===== src/rtl/ocx_tlx_pkg.sv =====
// Shared types for the TLX VC0 response path: scheduler states and FIFO data width.
package ocx_tlx_pkg;

  localparam int RESP_FIFO_DATA_W = 56;

  typedef enum logic [1:0] {
    INIT_LOAD,
    INIT_CRED,
    RUN
  } rd_sched_state_t;

endpackage


===== src/rtl/ocx_tlx_credit_cnt.sv =====
// Up/down credit counter with load. Simultaneous inc and dec leaves the count unchanged.
// The count saturates at both ends.
module ocx_tlx_credit_cnt #(
  parameter int WIDTH = 7
) (
  input  logic             tlx_clk,
  input  logic             reset_n,
  input  logic             load,
  input  logic [WIDTH-1:0] load_val,
  input  logic             inc,
  input  logic             dec,
  output logic [WIDTH-1:0] cnt
);

  always_ff @(posedge tlx_clk or negedge reset_n) begin
    if (!reset_n) begin
      cnt <= '0;
    end else if (load) begin
      cnt <= load_val;
    end else if (inc && !dec && (cnt != '1)) begin
      cnt <= cnt + 1'b1;
    end else if (dec && !inc && (cnt != '0)) begin
      cnt <= cnt - 1'b1;
    end
  end

endmodule


===== src/rtl/ocx_tlx_resp_rd_sched.sv =====
// Pointer, commit and credit controller for the TLX->AFU VC0 response info FIFO.
// The BRAM itself lives in the parent; this block drives its addresses and enables.
module ocx_tlx_resp_rd_sched
  import ocx_tlx_pkg::*;
#(
  parameter int ADDR_WIDTH   = 7,
  parameter int CREDIT_WIDTH = 7
) (
  input  logic                    tlx_clk,
  input  logic                    reset_n,
  input  logic                    parse_wr_ena,
  input  logic                    control_parsing_end,
  input  logic                    crc_error,
  input  logic                    data_hold_vc0,
  input  logic [CREDIT_WIDTH-1:0] afu_tlx_resp_initial_credit,
  input  logic                    afu_tlx_resp_credit,
  output logic [ADDR_WIDTH-1:0]   wr_addr,
  output logic                    rd_ena,
  output logic [ADDR_WIDTH-1:0]   rd_addr,
  output logic                    tlx_afu_valid,
  output logic                    rcv_xmt_credit_v,
  output logic                    fifo_overflow,
  output logic                    credit_overflow
);

  localparam int PW = ADDR_WIDTH + 1;
  localparam logic [PW-1:0] DEPTH = {1'b1, {ADDR_WIDTH{1'b0}}};

  rd_sched_state_t         state;
  rd_sched_state_t         state_nxt;
  logic [PW-1:0]           wptr_spec;
  logic [PW-1:0]           wptr_cmt;
  logic [PW-1:0]           rptr;
  logic [PW-1:0]           init_cnt;
  logic [PW-1:0]           occupancy;
  logic [PW-1:0]           wptr_inc;
  logic [PW-1:0]           pend_cnt;
  logic [CREDIT_WIDTH-1:0] afu_cnt;
  logic                    full;
  logic                    wr_accept;
  logic                    read_ready;

  assign occupancy  = wptr_spec - rptr;
  assign full       = (occupancy == DEPTH);
  assign wr_accept  = parse_wr_ena && !full;
  assign wptr_inc   = wptr_spec + PW'(wr_accept);
  assign read_ready = (wptr_cmt != rptr) && (afu_cnt != '0) && !data_hold_vc0;
  assign wr_addr    = wptr_spec[ADDR_WIDTH-1:0];
  assign rd_addr    = rptr[ADDR_WIDTH-1:0];

  always_ff @(posedge tlx_clk or negedge reset_n) begin
    if (!reset_n) begin
      state <= INIT_LOAD;
    end else begin
      state <= state_nxt;
    end
  end

  // Credits freed by reads during the init burst are deferred and drained in RUN.
  always_comb begin
    state_nxt        = state;
    rd_ena           = 1'b0;
    rcv_xmt_credit_v = 1'b0;
    case (state)
      INIT_LOAD: state_nxt = INIT_CRED;
      INIT_CRED: begin
        rd_ena           = read_ready;
        rcv_xmt_credit_v = 1'b1;
        if (init_cnt == PW'(1)) state_nxt = RUN;
      end
      RUN: begin
        rd_ena           = read_ready;
        rcv_xmt_credit_v = read_ready || (pend_cnt != '0);
      end
      default: state_nxt = INIT_LOAD;
    endcase
  end

  always_ff @(posedge tlx_clk or negedge reset_n) begin
    if (!reset_n) begin
      init_cnt <= '0;
    end else if (state == INIT_LOAD) begin
      init_cnt <= DEPTH;
    end else if (state == INIT_CRED) begin
      init_cnt <= init_cnt - 1'b1;
    end
  end

  // A rollback restores the speculative pointer and drops any same-cycle write.
  always_ff @(posedge tlx_clk or negedge reset_n) begin
    if (!reset_n) begin
      wptr_spec       <= '0;
      wptr_cmt        <= '0;
      rptr            <= '0;
      tlx_afu_valid   <= 1'b0;
      fifo_overflow   <= 1'b0;
      credit_overflow <= 1'b0;
    end else begin
      if (crc_error) begin
        wptr_spec <= wptr_cmt;
      end else begin
        wptr_spec <= wptr_inc;
        if (control_parsing_end) wptr_cmt <= wptr_inc;
      end
      if (rd_ena) rptr <= rptr + 1'b1;
      tlx_afu_valid <= rd_ena;
      if (parse_wr_ena && full) fifo_overflow <= 1'b1;
      if (afu_tlx_resp_credit && !rd_ena && (afu_cnt == '1) && (state != INIT_LOAD))
        credit_overflow <= 1'b1;
    end
  end

  ocx_tlx_credit_cnt #(.WIDTH(CREDIT_WIDTH)) u_afu_cnt (
    .tlx_clk  (tlx_clk),
    .reset_n  (reset_n),
    .load     (state == INIT_LOAD),
    .load_val (afu_tlx_resp_initial_credit),
    .inc      (afu_tlx_resp_credit),
    .dec      (rd_ena),
    .cnt      (afu_cnt)
  );

  ocx_tlx_credit_cnt #(.WIDTH(PW)) u_pend_cnt (
    .tlx_clk  (tlx_clk),
    .reset_n  (reset_n),
    .load     (state == INIT_LOAD),
    .load_val ('0),
    .inc      (rd_ena),
    .dec      ((state == RUN) && rcv_xmt_credit_v),
    .cnt      (pend_cnt)
  );

endmodule


===== config.mk =====
export PLATFORM = sky130hd
export DESIGN_NAME = ocx_tlx_resp_rd_sched
export DESIGN_NICKNAME = d
export VERILOG_FILES = /design/src/rtl/ocx_tlx_pkg.sv /design/src/rtl/ocx_tlx_credit_cnt.sv /design/src/rtl/ocx_tlx_resp_rd_sched.sv
export SDC_FILE = /design/constraint.sdc
export NUM_CORES = 1
export LEC_CHECK = 0
export BUFFER_PORTS_ARGS = -buffer_cell sky130_fd_sc_hd__buf_2
export CAP_MARGIN = 0
export CORE_ASPECT_RATIO = 1.5
export CORE_UTILIZATION = 60
export DETAILED_ROUTE_END_ITERATION = 8
export PLACE_DENSITY_LB_ADDON = 0.12
export SLEW_MARGIN = 20
export SYNTH_ARGS = -nofsm -noshare
export SYNTH_HDL_FRONTEND = slang
export SYNTH_HIERARCHICAL = 1
export SYNTH_SLANG_ARGS = --single-unit

===== constraint.sdc =====
create_clock -name tlx_clk -period 5.9 [get_ports tlx_clk]
set_input_delay 0 -clock tlx_clk [delete_from_list [all_inputs] [get_ports tlx_clk]]
set_output_delay 0 -clock tlx_clk [all_outputs]
set_load 0.03 [all_outputs]

==> results of run 1 <==
==> sequential cells by signal, indices dropped and copies added (netlist names) <==
signal           cells
u_afu_cnt/cnt        7
init_cnt             8
state                2
u_pend_cnt/cnt       8
credit_overflow      1
rptr                 8
wptr_spec            8
fifo_overflow        1
tlx_afu_valid        1
wptr_cmt             8
==> worst max-delay path: stages (launching register included) <==
cell and delay, ns:
dfrtp_1 0.44, xor2_1 0.27, nor4_2 0.11, a211oi_2 0.74
nor2b_1 0.22, o21a_1 0.19, inv_1 0.18, ha_1 0.39
a21oi_1 0.26, a21oi_1 0.11, or3_1 0.31, a311oi_1 0.29
a21oi_1 0.07
==> layout make-up <==
type / instances / area share (%)
multi-input combinational: 287 / 54.6
sequential: 52 / 33.3
timing repair buffer: 36 / 4.99
tap: 72 / 2.30
inverter: 20 / 1.92
clock buffer: 5 / 1.76
clock inverter: 3 / 1.18
==> cells in the final DEF, fill, tap and decap left out, drive strengths merged, types with 3 or more instances in the layout <==
cell type / instances
dfrtp: 52
buf: 34
nand2: 27
ha: 27
inv: 21
a21oi: 21
mux2: 20
xor2: 19
xnor2: 18
nor2: 17
o21ai: 14
nand3: 11
nor4: 11
nand4: 9
conb: 8
nor3: 8
nor2b: 7
nand2b: 7
a21o: 6
and3: 5
clkbuf: 5
mux2i: 4
o21bai: 4
a31oi: 4
a211oi: 4
and2: 3
o21a: 3
o22ai: 3
==> cells in the mapped netlist (all sizes together), types with 5 or more instances <==
cell | n | area (sq um)
xnor2 | 18 | 158
nand3 | 11 | 55.1
nand2 | 27 | 101
dfrtp | 52 | 1300
buf | 20 | 154
ha | 27 | 338
a21oi | 21 | 109
nor4 | 11 | 75.1
inv | 20 | 75.1
o21ai | 14 | 81.3
nor2b | 7 | 43.8
nand4 | 9 | 56.3
nand2b | 7 | 43.8
and3 | 5 | 31.3
xor2 | 19 | 174
nor3 | 8 | 45.0
nor2 | 17 | 63.8
mux2 | 20 | 225
a21o | 6 | 46.3
==> per-layer routing <==
| metal | global-route usage [%] | up-vias |
|---|---|---|
| met5 | 0 | - |
| met4 | 9.20 | 0 |
| met3 | 2.58 | 13 |
| met2 | 45.8 | 62 |
| met1 | 31.3 | 1318 |
| li1 | - | 1379 |
==> report_power, final <==
group	switching, uW	total, uW	internal, uW
registers	177	648	470
clock network	123	250	128
logic	577	1050	468
total	878	1940	1070
==> per-stage QoR <==
step / hold slack [ns] / cell area (sq um) / utilization (%)
floorplan: -0.296 / 3680 / -
global placement: 0.165 / 3780 / 64.8
detailed placement: 0.163 / 3780 / 64.8
CTS: 0.00483 / 3910 / 67.1
global route: 0.0348 / 3910 / 67.1
finish: 0.0133 / 3910 / 67.1
==> final timing paths <==
check                      slack [ns]  cells past startpoint           endpoint
max                              2.17                     12  u_pend_cnt/cnt[5]
min                              0.01                      3   u_afu_cnt/cnt[1]
max reg2reg                      2.17                     12  u_pend_cnt/cnt[5]
min reg2reg                      0.47                      1      fifo_overflow
max in group asynchronous        5.11                      3  u_pend_cnt/cnt[2]
min in group asynchronous        0.33                      3      fifo_overflow
==> cells by family (layout without fill, tap and decap cells) <==
| group | Yosys count | in the layout | share of synthesized area (%) |
|---|---|---|---|
| compound gates | 77 | 77 | 14.7 |
| xor+xnor | 37 | 37 | 9.07 |
| fa+ha+maj | 29 | 29 | 10.3 |
| buf+inv | 44 | 64 | 6.77 |
| flops | 52 | 52 | 35.6 |
| mux | 24 | 24 | 7.25 |
| other cells | 1 | 8 | 0.103 |
| simple gates | 112 | 112 | 16.2 |
==> PnR_summary.wiki, run 1 <==
{| class="wikitable"
! Metric !! Value
|-
| Run status || completed
|-
| GR Overflow Total || 0
|-
| Top FF cell, synth || dfrtp_1
|-
| Clock Pin Slew Worst Setup and Hold Paths || 0.09 ns
|-
| Met3 layer wire length in the routed design || 212 um
|-
| Via count of the first global-routing pass || 2834
|-
| Synth Warn # || 6
|-
| Clock Tree Root || clkbuf_8
|-
| Total routed wirelength || 7470 um
|-
| Crit path setup slack, layout || 2.17 ns
|-
| Skew-Pair Late Insertion Delay || 0.30 ns
|-
| Final instance count without filler cells || 475
|-
| Post-CTS Resized || 0
|-
| Shortest clock period the worst path allows after layout || 3.73 ns
|-
| Global-route wire length before repair || 13000 um
|-
| I/O pin count || 33
|-
| Met1 wire length || 3180 um
|-
| Final total negative setup slack || 0 ns
|-
| Average via count per standard cell || 5.84
|-
| Power density of the placed cells || 497 mW/mm^2
|-
| Initial DRC Count || 138
|-
| Core ar. || 0.00583 sq mm
|-
| Slew margin rel. || 41.1%
|-
| Top layer in use || met4
|-
| Synthesized netlist cell count || 376
|-
| Category of the most critical setup path || reg -> reg
|-
| Slew of the pin with the lowest slew margin || 0.882 ns
|-
| Number of enable flip-flop cells after synthesis || 0
|-
| Total instance count after detailed placement || 465
|-
| Setup repair after global routing missed its margin || no
|-
| Row Count || 34
|-
| Residual DRC || 0
|-
| Number of buffers created by CTS || 5
|-
| Maximum clock path buffer count || 2
|-
| Startpoint of the lowest-slack hold path || afu_tlx_resp_initial_credit[1]
|-
| Max-cap violation count || 0
|-
| Hold crit path type || in -> reg
|-
| Worst reg2reg startpoint || rptr[7]
|-
| LEAKAGE || 0.00182 uW
|-
| Worst setup skew after layout || 0.0118 ns
|-
| Number of different library cells in the post-synthesis netlist || 61
|-
| Maximum frequency from static timing analysis || 0.268 GHz
|-
| Remaining number of nets flagged by the antenna check after routing || 0
|-
| Fill cells || 497
|-
| TritonCTS clock tree || built
|-
| Post-route fraction of the period consumed by the critical path || 63.1%
|-
| Largest fanout of any net on the critical path || 16
|-
| Layout cells sized above 1 || 17.9%
|-
| Overall die area || 0.00642 sq mm
|-
| Number of buffers added on ports || 32
|-
| Htree depth || 2
|-
| Antenna violations before repair || 0
|-
| Number of buffers inserted for hold repair after clock tree synthesis || 2
|-
| Total of flip-flops plus latches after synthesis || 52
|-
| Synth async-reset ratio || 100%
|-
| Antenna diodes || 0
|-
| Layout overhead on the synthesized area || 6.94%
|-
| Required arrival time at the worst endpoint || 6.06 ns
|-
| Width of the die || 65.7 um
|-
| Routed length on met2 || 3910 um
|-
| Final-report max-slew violation count || 0
|-
| DP HPWL || 5660 um
|-
| Final GP Congestion || 0.799
|-
| Via count || 2772
|-
| Number of setup violations in the final report || 0
|-
| Pin count of the biggest net entering global routing || 53
|-
| Nets@finish || 445
|-
| Total Power Consumption || 1940 uW
|-
| Number of setup buffers added after CTS || 0
|-
| Area of combinational cells with multiple inputs || 0.00213 sq mm
|-
| Starting utilization of the core area || 62.8%
|-
| Length of the first detailed-routing pass in iterations || 4
|-
| Setup slack at placement || 2.22 ns
|-
| Sequential cell area || 0.00130 sq mm
|-
| Total standard cell area after synthesis || 0.00366 sq mm
|-
| Type of destination of the critical path || flip-flop
|-
| Post-synthesis sequential area ratio || 35.6%
|-
| Peak ir drop on the vdd network || 0.304 mV
|-
| Crit path arrival time || 3.89 ns
|-
| Per-instance average area after synthesis || 9.73 sq um
|-
| Count of final hold-check violations || 0
|-
| Average routed wire per standard cell || 15.7 um
|-
| Die span in y || 97.6 um
|-
| Setup crit start kind || flip-flop
|-
| Total number of clock tree sinks || 52
|-
| Total Routing Usage GR || 25.8%
|-
| First element of the critical path || rptr[7]
|}
Note: power is estimated with default switching activity, not from simulation.
==> inputs of run 2 (changes only) <==
CORE_UTILIZATION = 54   (was 60)
clock period = 3.25 ns   (was 5.9 ns; I/O delays follow)
==> PnR_summary.wiki, run 2 (synthesis results as in run 1) <==
{| class="wikitable"
! Metric !! Value
|-
| Run status || completed
|-
| Total number of clock tree sinks || 52
|-
| Category of the most critical setup path || reg -> reg
|-
| Cell with the most instances on the worst path || a21oi_1
|-
| First element of the critical path || wptr_cmt[6]
|-
| TritonCTS clock tree || built
|-
| Area of combinational cells with multiple inputs || 0.00231 sq mm
|-
| Slew margin rel. || 50.5%
|-
| GRT Max-Usage Layer || met2
|-
| Antenna diodes || 0
|-
| Row Count || 36
|-
| Delay of the slowest cell on the worst path || 0.41 ns
|-
| DP HPWL || 6250 um
|-
| Width of the die || 69.2 um
|-
| Maximum frequency from static timing analysis || 0.308 GHz
|-
| Core ar. || 0.00653 sq mm
|-
| Starting utilization of the core area || 56.0%
|-
| Post-Layout Inst Area || 0.00441 sq mm
|-
| Pin count of the biggest net entering global routing || 35
|-
| I/O pin count || 33
|-
| Average via count per standard cell || 5.69
|-
| Largest fanout of any net on the critical path || 7
|-
| Final total negative setup slack || 0 ns
|-
| Residual DRC || 0
|-
| Shortest clock period the worst path allows after layout || 3.24 ns
|-
| Peak ir drop on the vdd network || 0.720 mV
|-
| Length of the first detailed-routing pass in iterations || 4
|-
| Required arrival time at the worst endpoint || 3.43 ns
|-
| Cell with the largest stage delay on the worst path || dfrtp_1
|-
| Setup crit start kind || flip-flop
|-
| Crit path setup slack, layout || 0.00532 ns
|-
| Global-route track usage on met3 || 2.64%
|-
| Placed inst area || 0.00406 sq mm
|-
| Layout overhead on the synthesized area || 20.6%
|-
| Power density of the placed cells || 946 mW/mm^2
|-
| Nets@finish || 486
|-
| Fill cells || 540
|-
| Via count of the first global-routing pass || 2919
|-
| Clock Pin Slew Worst Setup and Hold Paths || 0.10 ns
|-
| Post-route fraction of the period consumed by the critical path || 99.8%
|-
| Commonest cells after routing, fill and taps aside || 52 x dfrtp_1, 40 x buf_4, 32 x buf_2
|-
| Final-report max-slew violation count || 0
|-
| Layout cells sized above 1 || 30.6%
|-
| Number of buffers created by CTS || 5
|-
| Sequential cell area || 0.00130 sq mm
|-
| Clock Tree Root || clkbuf_8
|-
| Startpoint of the lowest-slack hold path || afu_tlx_resp_initial_credit[1]
|-
| Count of final hold-check violations || 0
|-
| Worst setup skew after layout || 0.00613 ns
|-
| Skew-Pair Late Insertion Delay || 0.31 ns
|-
| Via count || 2959
|-
| Remaining number of nets flagged by the antenna check after routing || 0
|-
| Antenna violations before repair || 0
|-
| Hold crit path type || in -> reg
|-
| Overall die area || 0.00711 sq mm
|-
| Number of buffers added on ports || 32
|-
| Met1 layer usage reported by global route || 27.2%
|-
| Global-route wire length before repair || 13500 um
|-
| Commonest non-fill, non-tap cell in the layout || dfrtp_1
|-
| Setup repair after global routing missed its margin || yes
|-
| GR Overflow Total || 0
|-
| Number of setup violations in the final report || 0
|-
| Final GP Congestion || 0.874
|-
| Die span in y || 103 um
|-
| Ordered cell list for the critical path || xor2_1, nor4_2, a21oi_1, o21ai_1, a21oi_1, nor2b_1, o21a_1, inv_4, ha_4, a21oi_4, buf_6, a211o_1, and3_4, o41ai_2, a31oi_1
|-
| Total routed wirelength || 8310 um
|-
| Worst reg2reg startpoint || wptr_cmt[6]
|-
| Htree depth || 2
|-
| LEAKAGE || 0.00204 uW
|-
| Type of destination of the critical path || flip-flop
|-
| Max-cap violation count || 0
|-
| Setup slack at placement || -0.143 ns
|-
| Slew of the pin with the lowest slew margin || 0.743 ns
|-
| Total Routing Usage GR || 24.2%
|-
| Initial DRC Count || 90
|-
| Met2 usage || 46.2%
|-
| Worst Path Buf+Inv || 2
|-
| Crit path arrival time || 3.43 ns
|-
| Average routed wire per standard cell || 16.0 um
|-
| Cell family with most CP delay || compound AO/OA/AOI/OAI gates
|-
| Maximum clock path buffer count || 2
|}
[run 2: path summary, 6_finish.rpt]
check / end / slack [ns] / cells after the start
max: u_pend_cnt/cnt[7] / 0.005 / 15
min: u_afu_cnt/cnt[1] / 0.02 / 3
max reg2reg: u_pend_cnt/cnt[7] / 0.005 / 15
min reg2reg: fifo_overflow / 0.48 / 1
max in group asynchronous: init_cnt[7] / 2.21 / 3
min in group asynchronous: fifo_overflow / 0.28 / 2
[run 2: per-stage QoR]
| step | hold WS [ns] | util [%] | total power (uW) | instances |
|---|---|---|---|---|
| after floorplan | -0.296 | - | 2720 | 383 |
| after global placement | 0.0995 | 62.1 | 3320 | 506 |
| after detailed placement | 0.105 | 62.1 | 3380 | 506 |
| after CTS | 0.0252 | 64.5 | 3880 | 516 |
| after global routing | 0.0325 | 67.5 | 4510 | 520 |
| final | 0.0186 | 67.5 | 4170 | 520 |
[run 2: worst register-to-register path: stages, from the launching register on]
cell and delay (ns):
dfrtp_1 0.41, xor2_1 0.18, nor4_2 0.38, a21oi_1 0.11
o21ai_1 0.18, a21oi_1 0.10, nor2b_1 0.13, o21a_1 0.20
inv_4 0.09, ha_4 0.33, a21oi_4 0.08, buf_6 0.12
a211o_1 0.30, and3_4 0.17, o41ai_2 0.28, a31oi_1 0.07
[run 2: what timing repair did]
item                       in CTS  in global routing
gates resized for setup         5                 28
pin swaps                       1                 16
hold buffers                    2                  0
setup endpoints to repair       7                 14
hold endpoints to repair       33                  0
setup buffers                   0                  4
[run 2: metal layers]
layer  up-vias  part of all wire [%]  wire [um]
li1       1466                     -          -
met1      1418                    40       3340
met2        55                    55       4540
met3        20                   1.9        160
met4         0                   3.2        262
met5         -                     0          0
[run 2: cell type report]
cell class | instances | area share, %
Multi-Input combinational cell | 287 | 52.3
Sequential cell | 52 | 29.5
Timing Repair Buffer | 77 | 11.7
Tap cell | 76 | 2.16
Inverter | 20 | 1.76
Clock buffer | 5 | 1.56
Clock inverter | 3 | 1.05
[run 2: where the power goes]
| group | internal, uW | total, uW | switching (uW) |
|---|---|---|---|
| clock | 232 | 463 | 230 |
| sequential | 855 | 1050 | 194 |
| combinational | 1270 | 2660 | 1390 |
==> inputs of run 3 (changes only) <==
RECOVER_POWER = 50   (was default)
==> PnR_summary.wiki, run 3 (synthesis results as in run 1) <==
{| class="wikitable"
! Metric !! Value
|-
| Power density of the placed cells || 948 mW/mm^2
|-
| Remaining number of nets flagged by the antenna check after routing || 0
|-
| Category of the most critical setup path || reg -> reg
|-
| Antenna violations before repair || 0
|-
| Total Power Consumption || 4150 uW
|-
| Pin count of the biggest net entering global routing || 35
|-
| Count of final hold-check violations || 0
|-
| Crit path setup slack, layout || 0.0284 ns
|-
| I/O pin count || 33
|-
| Clock Pin Slew Worst Setup and Hold Paths || 0.10 ns
|-
| TritonCTS clock tree || built
|-
| DP HPWL || 6250 um
|-
| Layout overhead on the synthesized area || 19.8%
|-
| Total number of clock tree sinks || 52
|-
| Maximum frequency from static timing analysis || 0.310 GHz
|-
| Final-report max-slew violation count || 34
|-
| Run status || finished, violations left
|-
| Peak ir drop on the vdd network || 0.721 mV
|-
| LEAKAGE || 0.00198 uW
|-
| Required arrival time at the worst endpoint || 3.43 ns
|-
| Setup slack at placement || -0.143 ns
|-
| Fill cells || 546
|-
| Average routed wire per standard cell || 16.0 um
|-
| Clock Tree Root || clkbuf_8
|-
| Nets@finish || 486
|-
| Total routed wirelength || 8340 um
|-
| Commonest non-fill, non-tap cell in the layout || dfrtp_1
|-
| Sequential cell area || 0.00130 sq mm
|-
| Crit path arrival time || 3.40 ns
|-
| Slew margin rel. || -19.8%
|-
| Setup crit start kind || flip-flop
|-
| Initial DRC Count || 88
|-
| Layout cells sized above 1 || 26.4%
|-
| Number of setup violations in the final report || 0
|-
| Post-route fraction of the period consumed by the critical path || 99.1%
|-
| Length of the first detailed-routing pass in iterations || 4
|-
| Total Routing Usage GR || 24.2%
|-
| Maximum clock path buffer count || 2
|-
| Worst hold-check slack || 0.0208 ns
|-
| Via count || 2945
|-
| Core ar. || 0.00653 sq mm
|-
| Global-route wire length before repair || 13500 um
|-
| Row Count || 36
|-
| Shortest clock period the worst path allows after layout || 3.22 ns
|-
| Worst setup skew after layout || 0.00866 ns
|-
| Number of buffers created by CTS || 5
|-
| Area of combinational cells with multiple inputs || 0.00231 sq mm
|-
| Commonest cells after routing, fill and taps aside || 52 x dfrtp_1, 39 x buf_4, 26 x nand2_1
|-
| Violations in the final reports || capacitance limit, slew limit
|-
| Number of buffers added on ports || 32
|-
| Setup repair after global routing missed its margin || yes
|-
| Hold crit path type || in -> reg
|-
| Skew-Pair Late Insertion Delay || 0.31 ns
|-
| Htree depth || 2
|-
| Die span in y || 103 um
|-
| Starting utilization of the core area || 56.0%
|-
| Antenna diodes || 0
|-
| Overall die area || 0.00711 sq mm
|-
| GR Overflow Total || 0
|-
| Largest fanout of any net on the critical path || 7
|-
| Average via count per standard cell || 5.66
|-
| Slew of the pin with the lowest slew margin || 1.80 ns
|-
| Residual DRC || 0
|-
| Final GP Congestion || 0.874
|-
| Type of destination of the critical path || flip-flop
|-
| Via count of the first global-routing pass || 2919
|-
| Max-cap violation count || 1
|-
| Width of the die || 69.2 um
|}
==> run 3: cell count changes in the layout (fill, tap and decap cells not counted), sizes merged <==
cell and delta:
buf -19, clkbuf +19
==> run 3: layer usage <==
layer | vias to the layer above | routed length (um) | share of wire (%) | global-route usage [%]
met4 | 0 | 243 | 2.9 | 10.5
met1 | 1410 | 3390 | 41 | 27.2
li1 | 1465 | - | - | -
met5 | - | 0 | 0 | 0
met3 | 18 | 182 | 2.2 | 2.64
met2 | 52 | 4530 | 54 | 46.2
==> run 3: where the power goes <==
group	internal, uW	switching [uW]	total [uW]
Combinational	1250	1390	2640
Sequential	855	195	1050
Clock	232	231	464
==> run 3: final cells by class <==
cell class,instances,area share [%]
multi-input cells,287,52.6
flip-flops and latches,52,29.7
repair buffers,77,11.1
well taps,76,2.17
inverters,20,1.77
clock buffers,5,1.57
clock inverters,3,1.06
==> run 3: metrics by stage <==
stage,utilization (%),cells,setup TNS [ns],instance area [sq um]
2_1_floorplan,-,383,0,3680
3_3_place_gp,62.1,506,-0.0837,4060
3_5_place_dp,62.1,506,-0.361,4060
4_1_cts,64.5,516,0,4210
5_1_grt,67.1,520,-0.673,4380
6_report,67.1,520,0,4380
==> run 3: critical path: stages (launching register included) <==
cell and delay [ns]:
dfrtp_1 0.41, xor2_1 0.18, nor4_2 0.37, a21oi_1 0.11, o21ai_1 0.17, a21oi_1 0.10, nor2b_1 0.13, o21a_1 0.20
inv_4 0.09, ha_4 0.33, a21oi_4 0.08, buf_6 0.12, a211o_1 0.30, and3_4 0.17, o41ai_2 0.28, a31oi_1 0.07
==> run 3: what timing repair did <==
item                                   in CTS  in global routing
pin swaps                                   1                 16
setup buffers                               0                  4
hold buffers                                2                  0
gates resized for setup                     5                 28
setup endpoints to repair                   7                 14
endpoints found under the hold margin      33                  0
==> run 3: worst paths after layout <==
| check | end | cells past startpoint | startpoint | slack, ns |
|---|---|---|---|---|
| setup / recovery | u_pend_cnt/cnt[7] | 15 | wptr_cmt[6] | 0.03 |
| hold / removal | u_afu_cnt/cnt[1] | 3 | afu_tlx_resp_initial_credit[1] | 0.02 |
| setup reg to reg | u_pend_cnt/cnt[7] | 15 | wptr_cmt[6] | 0.03 |
| hold reg to reg | fifo_overflow | 1 | fifo_overflow | 0.48 |
| max in group asynchronous | init_cnt[5] | 3 | reset_n | 0.80 |
| min in group asynchronous | fifo_overflow | 2 | reset_n | 0.70 |
